--- src/rtl/l1d_data_ram_ctrl.sv ---
// L1D data-RAM controller: arbitrates the MSHR replay and bypass ports onto a single-port SRAM,
// pipelines the fixed read latency and returns in-order completions through a credit-guarded FIFO.
package l1d_data_ram_pkg;
  localparam int L1D_WAY_NUM  = 4;
  localparam int L1D_SET_NUM  = 64;
  localparam int L1D_WORD_NUM = 8;
  localparam int L1D_WORD_W   = 64;
  localparam int L1D_IDX_W    = $clog2(L1D_SET_NUM);
  localparam int L1D_WAY_W    = $clog2(L1D_WAY_NUM);
  localparam int L1D_OFF_W    = $clog2(L1D_WORD_NUM);
  localparam int L1D_AW       = L1D_IDX_W + L1D_WAY_W + L1D_OFF_W;
  localparam int L1D_SB_W     = 8;

  typedef struct packed {
    logic [L1D_SB_W-1:0] sb_id;
  } pack_sb_pld;

  typedef struct packed {
    logic                      rw_type;
    logic [L1D_IDX_W-1:0]      index;
    logic [L1D_OFF_W-1:0]      offset;
    logic [L1D_WAY_W-1:0]      way;
    logic [L1D_WORD_W-1:0]     wr_data;
    logic [L1D_WORD_W/8-1:0]   wr_data_byte_en;
    pack_sb_pld                wr_sb_pld;
  } pack_data_ram_req_pld;
endpackage

module l1d_data_ram_ctrl
  import l1d_data_ram_pkg::*;
#(
  // Geometry must match the payload structs in l1d_data_ram_pkg.
  parameter int WAY_NUM        = L1D_WAY_NUM,
  parameter int SET_NUM        = L1D_SET_NUM,
  parameter int WORD_NUM       = L1D_WORD_NUM,
  parameter int WORD_W         = L1D_WORD_W,
  parameter int RAM_RD_LAT     = 2,
  parameter int RSP_FIFO_DEPTH = 4,
  localparam int AW   = $clog2(SET_NUM) + $clog2(WAY_NUM) + $clog2(WORD_NUM),
  localparam int BE_W = WORD_W / 8
) (
  input  logic                 clk,
  input  logic                 rst,
  input  logic                 bps_req_vld,
  input  pack_data_ram_req_pld bps_req_pld,
  output logic                 data_ram_rdy,
  input  logic                 mshr_req_vld,
  input  pack_data_ram_req_pld mshr_req_pld,
  output logic                 mshr_req_rdy,
  output logic                 sram_en,
  output logic                 sram_we,
  output logic [AW-1:0]        sram_addr,
  output logic [BE_W-1:0]      sram_be,
  output logic [WORD_W-1:0]    sram_wdata,
  input  logic [WORD_W-1:0]    sram_rdata,
  output logic                 rsp_vld,
  input  logic                 rsp_rdy,
  output logic                 rsp_rw_type,
  output logic [WORD_W-1:0]    rsp_rdata,
  output pack_sb_pld           rsp_sb_pld
);

  localparam int CW = $clog2(RSP_FIFO_DEPTH + 1);
  localparam int PW = (RSP_FIFO_DEPTH > 1) ? $clog2(RSP_FIFO_DEPTH) : 1;

  logic [CW-1:0]        cnt;
  logic [CW-1:0]        fifo_cnt;
  logic [PW-1:0]        wr_ptr;
  logic [PW-1:0]        rd_ptr;
  logic                 cnt_ok;
  logic                 acc_mshr;
  logic                 acc_bps;
  logic                 acc;
  logic                 push;
  logic                 pop;
  pack_data_ram_req_pld win;

  logic [RAM_RD_LAT-1:0] pipe_vld;
  logic [RAM_RD_LAT-1:0] pipe_rw;
  pack_sb_pld            pipe_sb [RAM_RD_LAT];

  logic                  fifo_rw    [RSP_FIFO_DEPTH];
  logic [WORD_W-1:0]     fifo_rdata [RSP_FIFO_DEPTH];
  pack_sb_pld            fifo_sb    [RSP_FIFO_DEPTH];

  function automatic logic [PW-1:0] ptr_inc(input logic [PW-1:0] p);
    return (p == PW'(RSP_FIFO_DEPTH - 1)) ? '0 : p + PW'(1);
  endfunction

  // cnt counts every request holding a completion slot, so the FIFO can never overflow.
  always_comb begin
    cnt_ok       = cnt < CW'(RSP_FIFO_DEPTH);
    mshr_req_rdy = cnt_ok && !rst;
    data_ram_rdy = cnt_ok && !rst && !mshr_req_vld;
    acc_mshr     = mshr_req_vld && mshr_req_rdy;
    acc_bps      = bps_req_vld && data_ram_rdy;
    acc          = acc_mshr || acc_bps;
    win          = acc_mshr ? mshr_req_pld : bps_req_pld;
    sram_en      = acc;
    sram_we      = 1'b0;
    sram_addr    = '0;
    sram_be      = '0;
    sram_wdata   = '0;
    if (acc) begin
      sram_we    = win.rw_type;
      sram_addr  = {win.index, win.way, win.offset};
      sram_be    = win.wr_data_byte_en;
      sram_wdata = win.wr_data;
    end
  end

  always_ff @(posedge clk) begin
    if (rst) begin
      pipe_vld <= '0;
    end else begin
      pipe_vld[0] <= acc;
      for (int i = 1; i < RAM_RD_LAT; i++) pipe_vld[i] <= pipe_vld[i-1];
    end
  end

  always_ff @(posedge clk) begin
    if (acc) begin
      pipe_rw[0] <= win.rw_type;
      pipe_sb[0] <= win.wr_sb_pld;
    end
    for (int i = 1; i < RAM_RD_LAT; i++) begin
      pipe_rw[i] <= pipe_rw[i-1];
      pipe_sb[i] <= pipe_sb[i-1];
    end
  end

  assign push    = pipe_vld[RAM_RD_LAT-1];
  assign rsp_vld = (fifo_cnt != '0);
  assign pop     = rsp_vld && rsp_rdy;

  always_ff @(posedge clk) begin
    if (rst) begin
      cnt      <= '0;
      fifo_cnt <= '0;
      wr_ptr   <= '0;
      rd_ptr   <= '0;
    end else begin
      if (push) wr_ptr <= ptr_inc(wr_ptr);
      if (pop)  rd_ptr <= ptr_inc(rd_ptr);
      fifo_cnt <= fifo_cnt + CW'(push) - CW'(pop);
      cnt      <= cnt + CW'(acc) - CW'(pop);
    end
  end

  // Writes reach the FIFO with zero data; sram_rdata is only meaningful for reads.
  always_ff @(posedge clk) begin
    if (push) begin
      fifo_rw[wr_ptr]    <= pipe_rw[RAM_RD_LAT-1];
      fifo_rdata[wr_ptr] <= pipe_rw[RAM_RD_LAT-1] ? '0 : sram_rdata;
      fifo_sb[wr_ptr]    <= pipe_sb[RAM_RD_LAT-1];
    end
    if (!rst && push) begin
      assert (fifo_cnt < CW'(RSP_FIFO_DEPTH));
    end
  end

  always_comb begin
    rsp_rw_type = 1'b0;
    rsp_rdata   = '0;
    rsp_sb_pld  = '0;
    if (rsp_vld) begin
      rsp_rw_type = fifo_rw[rd_ptr];
      rsp_rdata   = fifo_rdata[rd_ptr];
      rsp_sb_pld  = fifo_sb[rd_ptr];
    end
  end

endmodule

--- config.mk ---
export PLATFORM = sky130hd
export DESIGN_NAME = l1d_data_ram_ctrl
export DESIGN_NICKNAME = d
export VERILOG_FILES = /design/src/rtl/l1d_data_ram_ctrl.sv
export SDC_FILE = /design/constraint.sdc
export NUM_CORES = 1
export LEC_CHECK = 0
export CAP_MARGIN = 20
export CORE_UTILIZATION = 25
export DETAILED_ROUTE_END_ITERATION = 8
export PLACE_DENSITY_LB_ADDON = 0.12
export SYNTH_ARGS = -nofsm -noshare
export SYNTH_HDL_FRONTEND = slang
export SYNTH_SLANG_ARGS = --single-unit
--- constraint.sdc ---
create_clock -name clk -period 3.7 [get_ports clk]
set_input_delay 1.11 -clock clk [delete_from_list [all_inputs] [get_ports clk]]
set_output_delay 1.11 -clock clk [all_outputs]
set_load 0.03 [all_outputs]
; ---- Word level (Yosys, flattened, before mapping)
; Memories as Yosys holds them, arrays and structs flattened. A register that Yosys moved wholly into a read port is not among the register bits.
; Cells that the tools add are included.
[op_classes]
reduce_logical = 9
n_lt_le_gt_ge = 1
muxes = 21
n_mul = 0
bitwise = 0
n_shift = 0
n_eq_ne = 2
div = 0
addsub = 6
[ops]
columns = op, n
row1 = $mux 64, 3
row2 = $mux 92, 1
row3 = $mux 2, 8
row4 = $mux 8, 2
row5 = $mux 11, 1
row6 = $add 3x1->3, 2
row7 = $mux 1, 6
row8 = $sub 3x1->3, 2
row9 = $logic_and 1x1->1, 5
row10 = $add 2x1->2 const B, 2
row11 = $eq 2x2->1 const B, 2
row12 = $lt 3x3->1 const B, 1
row13 = $reduce_bool 3->1, 1
row14 = $logic_not 1->1, 2
row15 = $logic_or 1x1->1, 1
[word_totals]
mem_bits_ro = 0
out_inout_bits = 161
ram_bits = 308
inputBits = 253
latchBits = 0
mem_count = 4
reg_bits = 14
[memory_table]
columns = memory, words, width, read_ports, rd_ports_with_merged_regs, wr, line_no
row1 = fifo_rdata, 4, 64, 1, 1, 1, 83  ; logic [WORD_W-1:0] fifo_rdata [RSP_FIFO_DEPTH];
row2 = fifo_sb, 4, 8, 1, 1, 1, 84  ; pack_sb_pld fifo_sb [RSP_FIFO_DEPTH];
row3 = pipe_sb, 2, 8, 2, 0, 2, 80  ; pack_sb_pld pipe_sb [RAM_RD_LAT];
row4 = fifo_rw, 4, 1, 1, 1, 1, 82  ; logic fifo_rw [RSP_FIFO_DEPTH];

; ---- Longest topological paths before layout
; Gate-level depths: netlist of the first run.
[logic_depth]
word_depth = 7
ltp_mapped = 8
depth_no_buf = 8

; ---- Worst setup path before layout of the first run
; OpenSTA, ideal clock, no wires.
[synth_timing]
path_kind = input-to-output
startpoint = input rst
endpoint = output sram_we
t_arrival_ns = 2.748
slack_ns = -0.158
path_stages = 5
t_required_ns = 2.590
cell_sequence = nor2_1 > o21ai_1 > buf_2 > inv_1 > and2_1
[synth_via]
elab_chain_cells = 6
word_cells_on_any_way = 8
[synth_rtl]
columns = item, line_no
row1 = from (decl), 43  ; input logic rst,
row2 = $logic_not 1->1 (*), -
row3 = $logic_and 1x1->1 (*), "93, 94"
row4 = $logic_and 1x1->1, 94  ; data_ram_rdy = cnt_ok && !rst && !mshr_req_vld;
row5 = $logic_and 1x1->1, 96  ; acc_bps = bps_req_vld && data_ram_rdy;
row6 = $logic_or 1x1->1 (*), 97  ; acc = acc_mshr || acc_bps;
row7 = via sram_en, 50  ; output logic sram_en,
row8 = $mux 1 (*), 104  ; if (acc) begin
row9 = to (decl), 51  ; output logic sram_we,
; The timed path passes the listed nets; every way through them passes the cells marked *.

; ---- Worst setup path after layout of the first run
[layout_timing]
startpoint = input bps_req_vld
endpoint = output sram_addr[10]
[layout_via]
elab_chain_cells = 3
[layout_rtl]
columns = item, line_no
row1 = from (decl), 44  ; input logic bps_req_vld,
row2 = $logic_and 1x1->1, 96
row3 = $logic_or 1x1->1, 97
row4 = $mux 11, 104
row5 = to (decl), 52  ; output logic [AW-1:0] sram_addr,
; Every way passes these cells.

==> flow_metrics.env, run 1 <==
export IMPL_status="finished, final reports clean"
export IMPL_worst_pin_slew_ns=0.8714
export IMPL_final_core_util_pct=38.11
export IMPL_drive_gt1_share_pct=21.50
export IMPL_multi_input_area_sq_mm=0.004160
export IMPL_crit_required_ns=2.59
export IMPL_yosysWarnings=0
export IMPL_finalNetCount=1628
export IMPL_hold_viol_final=0
export IMPL_drv_slew=0
export IMPL_clock_sinks=324
export IMPL_rsz0062_at_grt="no"
export IMPL_antenna_found_initial=3
export IMPL_drtPass1Iterations=4
export IMPL_power_total_mw=12.44
export IMPL_routed_wl_microns=45860
export IMPL_synthFlopType="edfxtp_1"
export IMPL_grt_overflow_total=0
export IMPL_ys_types=28
export IMPL_die_height_microns=238.8
export IMPL_numCtsBuffers=37
export IMPL_vias=9211
export IMPL_synth_cells=926
export IMPL_finalWeightedCongestion=0.9818
export IMPL_critical_path_arrival_ns=2.50
export IMPL_io_pins=414
export IMPL_finish_instance_area_sq_mm=0.02104
export IMPL_hpwl_microns=31730
export IMPL_io_buffers=413
export IMPL_grt_usage_pct=15.87
export IMPL_powerDensity_mw_per_mm2=591.5
export IMPL_hold_slack_ns=0.3360
export IMPL_syn_area_per_cell_sq_um=15.14
export IMPL_drcViolationCount=0
export IMPL_drtAntennaViolNets=0
export IMPL_crit_fanout=21
export IMPL_n_antenna_cell=0
export IMPL_finalCritPeriodShare_pct=97.57
export IMPL_clk_latency_ns=0.52
export IMPL_vdd_ir_drop_max_mv=0.2681
export IMPL_seqCellArea_sq_mm=0.009508
export IMPL_n_fill_cell=5356
export IMPL_slew_headroom_pct=41.91
export IMPL_synth_area_sq_mm=0.01402
export IMPL_path_clk_slew_ns=0.06
export IMPL_ys_seq_area_share_pct=67.76
export IMPL_cap_violations=0
export IMPL_cp_end_kind="primary output"
export IMPL_max_clock_path_buffers=3
export IMPL_leakage_nw=7.540
export IMPL_final_cells=2139
export IMPL_first_global_vias=9866
export IMPL_skew_ns=0.01682
export IMPL_drt_iter0_markers=313
export IMPL_hold_class="reg -> reg"
export IMPL_period_minus_slack_ns=3.610
export IMPL_cts_root_buf="clkbuf_16"
export IMPL_place_ws_ns=-0.3570
export IMPL_setup_violations=0
export IMPL_timing_fmax_mhz=277.0
export IMPL_grt_pass1_wl_microns=65350
export IMPL_coreArea_sq_mm=0.05520
export IMPL_fin_ws_ns=0.08979
export IMPL_path_class="in -> out"
export IMPL_grt_max_degree=75
export IMPL_start_util_pct=25.40
export IMPL_area_growth_pct=50.07
export IMPL_ys_ff_latch=324
export IMPL_synth_async_sr_flop_share_pct=0
export IMPL_setup_tns_ns=0
export IMPL_dpl_cell_area_sq_mm=0.01969
export IMPL_start_kind="input pin"
export IMPL_die_area_sq_mm=0.05703
export IMPL_synth_edf_count=301
export IMPL_avgViaCountPerCell=4.306
export IMPL_die_w_microns=238.8
export IMPL_cts_tree="built"
export IMPL_htreeDepth=2
export IMPL_rows=86
export IMPL_synth_nets=1188
export IMPL_dp_cells=2067
export IMPL_wl_per_cell_microns=21.44
worst max-delay path, cell delays in order:
cell and delay, ns:
clkdlybuf4s50_1 0.46, o21ai_4 0.26, buf_6 0.28, buf_4 0.17, a21oi_1 0.04, buf_4 0.16
registers in the layout, indices dropped and copies added (netlist names), named ones only:
name        flops
cnt             3
fifo_cnt        3
fifo_rdata    256
fifo_rw         4
fifo_sb        32
pipe_rw         2
pipe_sb        16
pipe_vld        2
rd_ptr          2
wr_ptr          2
routing by layer:
metal  share of wire (%)  vias up  global-route usage [%]
li1                    -     4265                       -
met1                  35     4538                   16.24
met2                  55      331                   30.52
met3                 6.4       77                   3.868
met4                 4.1        0                   6.352
met5                   0        -                       0
power by group:
group,internal [mW],switching [mW],leakage (nW)
sequential,4.23,0.117,2.96
combinational,1.98,2.59,4.00
clock,2.09,1.44,0.583
Yosys cell counts, types with 7 or more instances:
cell type  number  area share [%]
dfxtp_1        23             3.3
clkbuf_1       21            0.56
nand2_1       193             5.2
a21oi_1        85             3.0
edfxtp_1      301              64
ha_1            7            0.62
buf_6          10            0.80
buf_12          7             1.0
nor2_1         10            0.27
and2_1         79             3.5
mux4_2         70              11
buf_2          23            0.82
nor2b_1        68             3.0
layout by cell type, fill, tap and decap left out, drive strengths merged, types with 3 or more instances in the layout:
| master | count |
|---|---|
| nor2b | 68 |
| mux4 | 73 |
| and2 | 79 |
| a21oi | 85 |
| clkbuf | 42 |
| inv | 6 |
| dfxtp | 23 |
| mux2i | 3 |
| dlygate4sd2 | 71 |
| clkdlybuf4s50 | 252 |
| nand2 | 193 |
| bufinv | 3 |
| nor2 | 10 |
| clkinv | 19 |
| buf | 136 |
| edfxtp | 301 |
| ha | 7 |
| xnor2 | 3 |
worst paths after layout:
path,slack [ns],endpoint,from,cells past startpoint
min,0.34,pipe_sb[0][10],pipe_sb[0][2],0
max,0.09,sram_addr[10],bps_req_vld,6
min reg2reg,0.34,pipe_sb[0][10],pipe_sb[0][2],0
max reg2reg,1.62,fifo_cnt[2],fifo_cnt[1],8
repair_timing:
action	in CTS	in global routing
buffers inserted	3	1
pin swaps	4	1
endpoints found under the hold margin	0	0
hold buffers	0	0
cloned	4	0
gates resized for setup	107	2
setup endpoints to repair	133	7
cell type report:
cell class / instances / share of cell area (%)
clock buffer: 41 / 4.574
clock inverter: 23 / 1.029
inverter: 6 / 0.1071
sequential: 324 / 45.19
timing repair buffer: 463 / 24.87
multi-input combinational: 534 / 19.78
tap: 748 / 4.449
logic make-up (layout without fill, tap and decap cells):
group	after synthesis	after routing	share of synthesized area (%)
AO/OA/AOI/OAI	87	87	3.222
flip-flops	324	324	67.76
multiplexers	77	77	12.10
adder cells (fa/ha/maj)	9	9	0.9104
XOR/XNOR	4	4	0.2500
AND/OR/NAND/NOR	357	357	12.35
buffers and inverters	68	533	3.401
No activity file was read; power rests on OpenSTA's default activity.
==> run 2: changes to the inputs <==
--- a/config.mk
+++ b/config.mk
@@ -5,6 +5,7 @@
 export SDC_FILE = /design/constraint.sdc
 export NUM_CORES = 1
 export LEC_CHECK = 0
+export ABC_CLOCK_PERIOD_IN_PS = 3700
 export CAP_MARGIN = 20
 export CORE_UTILIZATION = 25
 export DETAILED_ROUTE_END_ITERATION = 8
==> results of run 2 <==
Same layout as run 1: the final DEF is identical, and so are final timing and power.
==> run 3: changes to the inputs <==
--- a/config.mk
+++ b/config.mk
@@ -10,6 +10,7 @@
 export CORE_UTILIZATION = 25
 export DETAILED_ROUTE_END_ITERATION = 8
 export PLACE_DENSITY_LB_ADDON = 0.12
+export RECOVER_POWER = 100
 export SYNTH_ARGS = -nofsm -noshare
 export SYNTH_HDL_FRONTEND = slang
 export SYNTH_SLANG_ARGS = --single-unit
==> flow_metrics.env, run 3 (same netlist as run 1, synthesis figures left out) <==
export IMPL_cp_end_kind="primary output"
export IMPL_min_from="pipe_sb[0][6]"
export IMPL_path_common_cell="buf_12"
export IMPL_grt_max_degree=75
export IMPL_power_total_mw=12.24
export IMPL_reg_top3="fifo_rdata (256), fifo_sb (32), pipe_sb (16)"
export IMPL_drtPass1Iterations=6
export IMPL_cp_slowest_cell="dlymetal6s2s_1"
export IMPL_slew_headroom_pct=-51.05
export IMPL_path_cells="buf_2 -> nor3b_4 -> buf_6 -> buf_12 -> buf_12 -> nand2_1 -> a21oi_1 -> dlymetal6s2s_1"
export IMPL_die_w_microns=238.8
export IMPL_skew_ns=0.01692
export IMPL_dp_cells=2067
export IMPL_drtAntennaViolNets=0
export IMPL_die_area_sq_mm=0.05703
export IMPL_hold_slack_ns=0.3360
export IMPL_crit_required_ns=2.59
export IMPL_timing_fmax_mhz=275.6
export IMPL_drive_gt1_share_pct=18.55
export IMPL_htreeDepth=2
export IMPL_final_cell_mix="edfxtp_1, clkdlybuf4s50_1, nand2_1"
export IMPL_hold_viol_final=0
export IMPL_io_pins=414
export IMPL_routed_wl_microns=46030
export IMPL_die_height_microns=238.8
export IMPL_clk_latency_ns=0.52
export IMPL_regMostFlops="fifo_rdata"
export IMPL_status="finished, violations left"
export IMPL_cts_root_buf="clkbuf_16"
export IMPL_worst_pin_slew_ns=2.266
export IMPL_drt_iter0_markers=289
export IMPL_violations="max-capacitance violations, max-slew violations"
export IMPL_final_core_util_pct=37.10
export IMPL_start_kind="input pin"
export IMPL_io_buffers=413
export IMPL_cts_tree="built"
export IMPL_max_clock_path_buffers=3
export IMPL_path_buf_inv=5
export IMPL_coreArea_sq_mm=0.05520
export IMPL_setup_tns_ns=0
export IMPL_crit_fanout=22
export IMPL_area_growth_pct=46.07
export IMPL_crit_cells=8
export IMPL_path_class="in -> out"
export IMPL_first_global_vias=9866
export IMPL_vdd_ir_drop_max_mv=0.2674
export IMPL_rsz0062_at_grt="no"
export IMPL_clock_sinks=324
export IMPL_holdPathStages=0
export IMPL_grt_pass1_wl_microns=65350
export IMPL_hpwl_microns=31730
export IMPL_grt_overflow_total=0
export IMPL_crit_family="buffers and inverters"
export IMPL_antenna_found_initial=4
export IMPL_final_cells=2139
export IMPL_setup_violations=0
export IMPL_wl_per_cell_microns=21.52
export IMPL_largest_reg_flops=256
export IMPL_hold_buffers=0
export IMPL_vias=9226
export IMPL_start_util_pct=25.40
export IMPL_path_clk_slew_ns=0.06
export IMPL_drv_slew=175
export IMPL_rows=86
export IMPL_n_antenna_cell=0
export IMPL_period_minus_slack_ns=3.628
export IMPL_slowest_delay_ns=0.40
export IMPL_powerDensity_mw_per_mm2=597.6
export IMPL_finalNetCount=1628
export IMPL_layout_commonest_cell="edfxtp_1"
export IMPL_numCtsBuffers=37
export IMPL_r2r_slack_ns=0.36
export IMPL_finalCritPeriodShare_pct=98.07
export IMPL_hold_class="reg -> reg"
export IMPL_r2r_start="wr_ptr[0]"
export IMPL_crit_start="rst"
export IMPL_finalWeightedCongestion=0.9818
export IMPL_avgViaCountPerCell=4.313
export IMPL_cap_violations=5
export IMPL_critical_path_arrival_ns=2.52
export IMPL_drcViolationCount=0
export IMPL_leakage_nw=7.428
export IMPL_worst_r2r_cell_count=3
export IMPL_grt_usage_pct=15.87
## run 3: metrics by stage
step / cell area [sq um] / setup WS [ns]
CTS: 21030 / 0.008322
global placement: 19690 / -0.3550
global route: 20480 / 0.01050
floorplan: 14020 / 0.03869
finish: 20480 / 0.07156
detailed placement: 19690 / -0.3570
## run 3: cell type report
cell class,count,area (sq um)
Timing Repair Buffer,463,4745
Fill cell,5434,34720
Inverter,6,22.52
Clock inverter,23,216.5
Multi-Input combinational cell,534,4089
Clock buffer,41,962.2
Tap cell,748,935.9
Sequential cell,324,9507
## run 3: worst reg2reg max path: stages, from the launching register on
cell,delay (ns)
dfxtp_1,0.40
ha_1,0.16
and2_1,1.44
clkbuf_4,0.91
## run 3: per-layer routing
| metal | global-route usage (%) | share of wire, % | vias up |
|---|---|---|---|
| met5 | 0 | 0 | - |
| met4 | 6.352 | 3.8 | 0 |
| met3 | 3.868 | 6.3 | 79 |
| met2 | 30.52 | 55 | 333 |
| met1 | 16.24 | 35 | 4549 |
| li1 | - | - | 4265 |
## run 3: final timing paths
kind	end
worst max-delay path	sram_wdata[25]
worst min-delay path	pipe_sb[0][14]
worst max register to register	fifo_rdata[1][16]
worst min register to register	pipe_sb[0][14]
## run 3: power breakdown
group | internal, mW | switching, mW
Clock | 2.09 | 1.44
Combinational | 1.80 | 2.57
Sequential | 4.23 | 0.108
## run 3: timing repair
item / CTS / global route
endpoints found under the hold margin: 0 / 0
pin swaps: 4 / 1
setup buffers: 3 / 1
cloned: 4 / 0
setup endpoints to repair: 133 / 7
resized for setup: 107 / 2
